[src/rtl/debounce_ch.sv]
// debounce_ch: one channel of synchronizer plus stable-level qualifier
module debounce_ch #(
    parameter int   SYNC_STAGES     = 2,
    parameter int   DEBOUNCE_CYCLES = 16,
    parameter logic INIT            = 1'b0
) (
    input  logic clk,
    input  logic anrst,
    input  logic in,
    output logic out,
    output logic busy,
    output logic changed
);
    localparam int CW = $clog2(DEBOUNCE_CYCLES + 1);
    localparam logic [CW-1:0] LAST = CW'(DEBOUNCE_CYCLES - 1);

    (* ASYNC_REG = "TRUE" *) logic [SYNC_STAGES-1:0] sync;
    logic          s;
    logic          toggle;
    logic [CW-1:0] cnt;
    logic [CW-1:0] cnt_next;

    assign s = sync[SYNC_STAGES-1];

    // accept the synchronized level once it has differed from out for DEBOUNCE_CYCLES edges
    always_comb begin
        toggle   = (s != out) && (cnt == LAST);
        cnt_next = (s == out || toggle) ? '0 : cnt + CW'(1);
    end

    // plain flop chain, nothing between stages
    always_ff @(posedge clk or negedge anrst) begin
        if (!anrst) sync <= {SYNC_STAGES{INIT}};
        else        sync <= {sync[SYNC_STAGES-2:0], in};
    end

    // qualification counter and registered outputs
    always_ff @(posedge clk or negedge anrst) begin
        if (!anrst) begin
            cnt     <= '0;
            out     <= INIT;
            busy    <= 1'b0;
            changed <= 1'b0;
        end else begin
            cnt     <= cnt_next;
            out     <= toggle ? s : out;
            busy    <= cnt_next != '0;
            changed <= toggle;
        end
    end
endmodule

[src/rtl/input_debounce.sv]
// input_debounce: WIDTH independent synchronize-and-debounce channels
module input_debounce #(
    parameter int               WIDTH           = 1,
    parameter int               SYNC_STAGES     = 2,
    parameter int               DEBOUNCE_CYCLES = 16,
    parameter logic [WIDTH-1:0] INIT_VAL        = '0
) (
    input  logic             clk,
    input  logic             anrst,
    input  logic [WIDTH-1:0] in,
    output logic [WIDTH-1:0] out,
    output logic [WIDTH-1:0] busy,
    output logic [WIDTH-1:0] changed
);
    if (SYNC_STAGES < 2 || SYNC_STAGES > 4) begin : g_bad_sync
        $error("input_debounce: SYNC_STAGES must be 2..4");
    end
    if (DEBOUNCE_CYCLES < 1 || DEBOUNCE_CYCLES > 65535) begin : g_bad_deb
        $error("input_debounce: DEBOUNCE_CYCLES must be 1..65535");
    end

    for (genvar i = 0; i < WIDTH; i++) begin : g_ch
        debounce_ch #(
            .SYNC_STAGES    (SYNC_STAGES),
            .DEBOUNCE_CYCLES(DEBOUNCE_CYCLES),
            .INIT           (INIT_VAL[i])
        ) u_ch (
            .clk    (clk),
            .anrst  (anrst),
            .in     (in[i]),
            .out    (out[i]),
            .busy   (busy[i]),
            .changed(changed[i])
        );
    end
endmodule

[config.mk]
export PLATFORM = sky130hd
export DESIGN_NAME = input_debounce
export DESIGN_NICKNAME = d
export VERILOG_FILES = /design/src/rtl/debounce_ch.sv /design/src/rtl/input_debounce.sv
export SDC_FILE = /design/constraint.sdc
export NUM_CORES = 1
export LEC_CHECK = 0
export CORE_AREA = 2 2 39 41
export DETAILED_ROUTE_END_ITERATION = 16
export DIE_AREA = 0 0 41 43
export SLEW_MARGIN = 0
export SYNTH_ARGS = -nofsm -noshare
export SYNTH_HDL_FRONTEND = slang
export SYNTH_SLANG_ARGS = --single-unit
[constraint.sdc]
create_clock -name clk -period 3.65 [get_ports clk]
set_input_delay 1.095 -clock clk [delete_from_list [all_inputs] [get_ports clk]]
set_output_delay 1.095 -clock clk [all_outputs]
set_load 0.02 [all_outputs]
=== Word level (Yosys, flattened, before mapping) ===
Cells that the tools add are included.

* Bits in registers: 10
* Input bits: 3
* Output and inout port bits: 3
* Word-level logic and storage cells: 13

* $add $sub $neg: 1
* Eq/ne operators: 3
* Mux-type cells: 1
* Reduce and logical (&&, ||, !) cells: 3

{| class="wikitable"
|+ Operators by type and width
! cell !! count
|-
| $add A5 B1 Y5 const B || 1
|-
| $eq A5 B4 Y1 const B || 1
|-
| $mux W5 || 1
|-
| $reduce_bool A5 Y1 || 1
|-
| $eq A1 B1 Y1 || 1
|-
| $logic_and A1 B1 Y1 || 1
|-
| $logic_or A1 B1 Y1 || 1
|-
| $ne A1 B1 Y1 || 1
|}

=== Logic depth before layout (Yosys ltp) ===
* Depth after elaboration: 5
* Mapped depth: 5
* Gate-level depth less buffers: 5

=== Worst setup path before layout ===
No wires, ideal clock.

* Kind: register to output
* Start: reg g_ch[0].u_ch.out
* End: out out
* Data arrival time: 0.445 ns
* Slack: 2.110 ns
* Stages on the path, launching flop included: 1
* Path buffers: 0
* Path through: dfrtp_1

{| class="wikitable"
|+ RTL lines
! item !! RTL line !! text
|-
| start: declaration || debounce_ch.sv:10 || <nowiki>output logic out,</nowiki>
|-
| start signal: assignment || debounce_ch.sv:46 || <nowiki>out <= toggle ? s : out;</nowiki>
|-
| end: declaration || input_debounce.sv:11 || <nowiki>output logic [WIDTH-1:0] out,</nowiki>
|}

No word-level cell between the ends.

=== Final worst setup path ===
* Start: reg g_ch[0].u_ch.out
* End: out out

No word-level cell between the ends.

==> results.md <==
- The post-route fraction of the period consumed by the critical path is 0.643.
- The routed layout has 229 vias.
- The number of global-route vias before repair was 232.
- The count of final hold-check violations is 0.
- The minimum setup slack in the final design is 1.30 ns.
- The global-route total usage across every layer is 0.101.
- The slowest cell on the critical path is sky130_fd_sc_hd__clkdlybuf4s50_1.
- The largest single stage delay on the critical path is 0.62 ns.
- The total congestion overflow is 0.
- The number of antenna violations at the first check in global routing is 0.
- The register bit count reported by yosys is 10.
- The number of nets with antenna violations after routing is 0.
- The TritonCTS buffer count is 3.
- Buffers placed on the I/O ports in this run total 5.
- The first TritonRoute pass finished after 4 iterations.
- The routed design has 584 um of wire.
- The commonest cells after synthesis are sky130_fd_sc_hd__dfrtp_1, sky130_fd_sc_hd__nor2_1.
- In this run, synthesis inferred 0 flip-flops with an integrated enable.
- The cell area that synthesis handed to floorplanning was 378 um^2.
- For this configuration, the core starts out at a cell density of 0.273.
- The number of cells in the design after placement is 50.
- The DRC violation count after routing is 0.
- The largest family of logic cells by synthesized area is simple AND/OR/NAND/NOR gates.
- For this run, the top clock speed supported by timing is 426 MHz.
- The final weighted congestion in routability-driven placement is 0.786.
- The clock root buffer is sky130_fd_sc_hd__clkbuf_4.
- The fraction of layout instances using a drive strength above 1 is 0.132.
- The path class of the lowest-slack min-delay path is reg2reg.
- The run finished with clean final reports.
- The clock network latency to the later pin of the worst-skew pair is 0.26 ns.
- The core area is 1380 um^2.
- For this run, the number of standard cells in the final layout without fillers is 54.
- Routed signal wires occupy layers up through met4.
- The fraction of the mapped netlist area in adder cells is 0.0662.
- Sorting the synthesized cells by area gives the leading types as sky130_fd_sc_hd__dfrtp_1, sky130_fd_sc_hd__ha_1, sky130_fd_sc_hd__nor2_1, sky130_fd_sc_hd__xor2_1, sky130_fd_sc_hd__and3_1.
- The largest total area in the synthesized netlist belongs to sky130_fd_sc_hd__dfrtp_1.
- The maximum number of pins on one net before global-route repair is 11.
- The met3 routed wirelength is 47 um.
- Setup repair after global routing left no endpoint under its margin.
- The worst setup path is captured at an output port.
- The number of hold buffers added after CTS is 0.
- The net count after synthesis is 34.
- For this run, asynchronously set or reset flops after synthesis account for 1.00.
- The net count of the finished layout is 44.
- The static power due to leakage is 0.237 nW.
- The proportion of netlist area held by the largest area contributor is 0.662.
- The clock-pin slew on the worst setup and hold paths is 0.06 ns.
- From bottom edge to top edge, the die measures 43 um.
- In this run the number of H-tree levels came out at 1.
- A synthesized cell averages 13.0 um^2.
- The global-route wire length before repair is 1.04 mm.
- STA classifies the critical path startpoint as a flop.
- For the pin with the worst max-slew slack, the measured transition is 0.449 ns.
- The area share of xor/xnor cells in the synthesized design is 0.0695.
- Timing analysis after detailed placement gives a worst setup slack of 1.58 ns.
- The die covers 1760 um^2.
- The power per standard cell area is 480 nW/um^2.
- Summed over all nets, wire length on met2 after detailed routing comes to 296 um.
- STA puts the critical path data arrival time at 1.25 ns.
- The critical path data required time is 2.55 ns.
- The critical path goes through clkdlybuf4s50_1.
- The clock arrives with 0.00513 ns of skew.
- Broken down by cell family, the worst path's largest delay share belongs to buffers and inverters.
- Of the post-synthesis cell area, the part taken by muxes is 0.0298.
- The critical-path maximum fanout is 3.
- The number of DRC violations after detailed-routing iteration 0 is 3.
- Among all flip-flop cells after synthesis, the most frequent one is sky130_fd_sc_hd__dfrtp_1.
- The final count of pins violating max slew is 0.
- Compared with the post-synthesis result, the final layout area differs by 28.1%.
- The post-synthesis cell type count is 12.
- The final total negative setup slack is 0 ns.
- The share of the Yosys chip area taken by registers is 0.662.
- The worst path needs 2.35 ns of the cycle, external delays included.
- Of the total synthesized cell area, the portion taken by AND, OR, NAND and NOR gates is 0.136.
- Together, buffers and inverters on the worst path number 1.
- The placed wire-length estimate is 453 um.
- The worst relative slew slack is 0.699.
- IR analysis of the VDD net gives a maximum drop of 0.231 mV.
- For this block, wires on met1 add up to 227 um.
- The floorplan row count is 14.
- By instance count, the leading cell after synthesis is sky130_fd_sc_hd__dfrtp_1.
- In the synthesized netlist, the number of instances is 29.
- The wire length per cell is 10.8 um.
- The total setup violations reported at the end of the flow is 0.
- The number of gates resized after CTS was 0.
- During I/O placement, the number of pins put on the boundary was 6.
- No sink is reached through more buffers than the 2 on the longest clock path.
- The post-CTS setup-driven buffer insertion count is 0.
- The reported max-cap violation count is 0.
- The start-to-end type of the worst setup path is reg2out.
- After detailed routing, the number of vias per cell comes to 4.24.
- TritonCTS built the clock tree.
- The yosys synthesis warning count is 0.
- The horizontal die dimension is 41 um.
- The clock sink total is 10.
- The post-synthesis compound-gate area fraction came to 0.0166.
- The antenna diode instance count is 0.
stage by stage:
stage	hold WS, ns	power [mW]	cell area, um^2	utilization
floorplan	0.331	0.129	378	-
global placement	0.333	0.136	448	0.324
detailed placement	0.346	0.138	448	0.324
CTS	0.360	0.236	484	0.350
global route	0.365	0.248	484	0.350
finish	0.357	0.233	484	0.350
layer usage:
layer,track usage,vias up
li1,-,112
met1,0.111,108
met2,0.131,7
met3,0.0471,2
met4,0.100,0
met5,0,-
area by class of cell:
| type | instances | area (um^2) |
|---|---|---|
| tap | 16 | 20.0 |
| inverter | 2 | 7.51 |
| clock buffer | 4 | 36.3 |
| sequential | 10 | 250 |
| timing repair buffer | 5 | 50.0 |
| fill | 136 | 900 |
| multi-input combinational | 17 | 120 |
cells in the final DEF, fill, tap and decap left out:
| cell type | Yosys | layout |
|---|---|---|
| sky130_fd_sc_hd__a31oi_1 | 1 | 1 |
| sky130_fd_sc_hd__and2_1 | 1 | 1 |
| sky130_fd_sc_hd__and3_1 | 2 | 2 |
| sky130_fd_sc_hd__clkbuf_4 | 0 | 3 |
| sky130_fd_sc_hd__clkbuf_8 | 0 | 1 |
| sky130_fd_sc_hd__clkdlybuf4s50_1 | 0 | 5 |
| sky130_fd_sc_hd__dfrtp_1 | 10 | 10 |
| sky130_fd_sc_hd__ha_1 | 2 | 2 |
| sky130_fd_sc_hd__inv_1 | 2 | 2 |
| sky130_fd_sc_hd__mux2_1 | 1 | 1 |
| sky130_fd_sc_hd__nand2b_2 | 1 | 1 |
| sky130_fd_sc_hd__nand3_1 | 1 | 1 |
| sky130_fd_sc_hd__nor2_1 | 5 | 5 |
| sky130_fd_sc_hd__xnor2_1 | 1 | 1 |
| sky130_fd_sc_hd__xor2_1 | 2 | 2 |
worst paths after layout:
path,slack [ns],depth (start not counted),to,startpoint
worst max register to register,2.11,5,g_ch[0].u_ch.busy,g_ch[0].u_ch.cnt[0]
worst max-delay path,1.30,1,out,g_ch[0].u_ch.out
worst min-delay path,0.36,0,g_ch[0].u_ch.sync[1],g_ch[0].u_ch.sync[0]
max in group asynchronous,2.20,1,g_ch[0].u_ch.cnt[0],anrst
min in group asynchronous,1.14,1,g_ch[0].u_ch.changed,anrst
worst min register to register,0.36,0,g_ch[0].u_ch.sync[1],g_ch[0].u_ch.sync[0]
logic make-up (layout without fill, tap and decap cells):
kind of cell	Yosys count	in the layout
AO/OA/AOI/OAI	1	1
XOR/XNOR	3	3
adder cells (fa/ha/maj)	2	2
buffers and inverters	2	11
flip-flops	10	10
multiplexers	1	1
AND/OR/NAND/NOR	10	10
flip-flops by register name (all words and copies together) (netlist names):
name	flops
g_ch.u_ch.busy	1
g_ch.u_ch.out	1
g_ch.u_ch.sync	2
g_ch.u_ch.cnt	5
g_ch.u_ch.changed	1
where the power goes:
part	leakage [nW]	internal, mW	switching, mW	total, mW
Combinational	0.0851	0.00759	0.00879	0.0164
Clock	0.0210	0.0605	0.0370	0.0976
Sequential	0.131	0.116	0.00304	0.119
Total	0.237	0.184	0.0489	0.233
(Power assumes the default switching activity.)
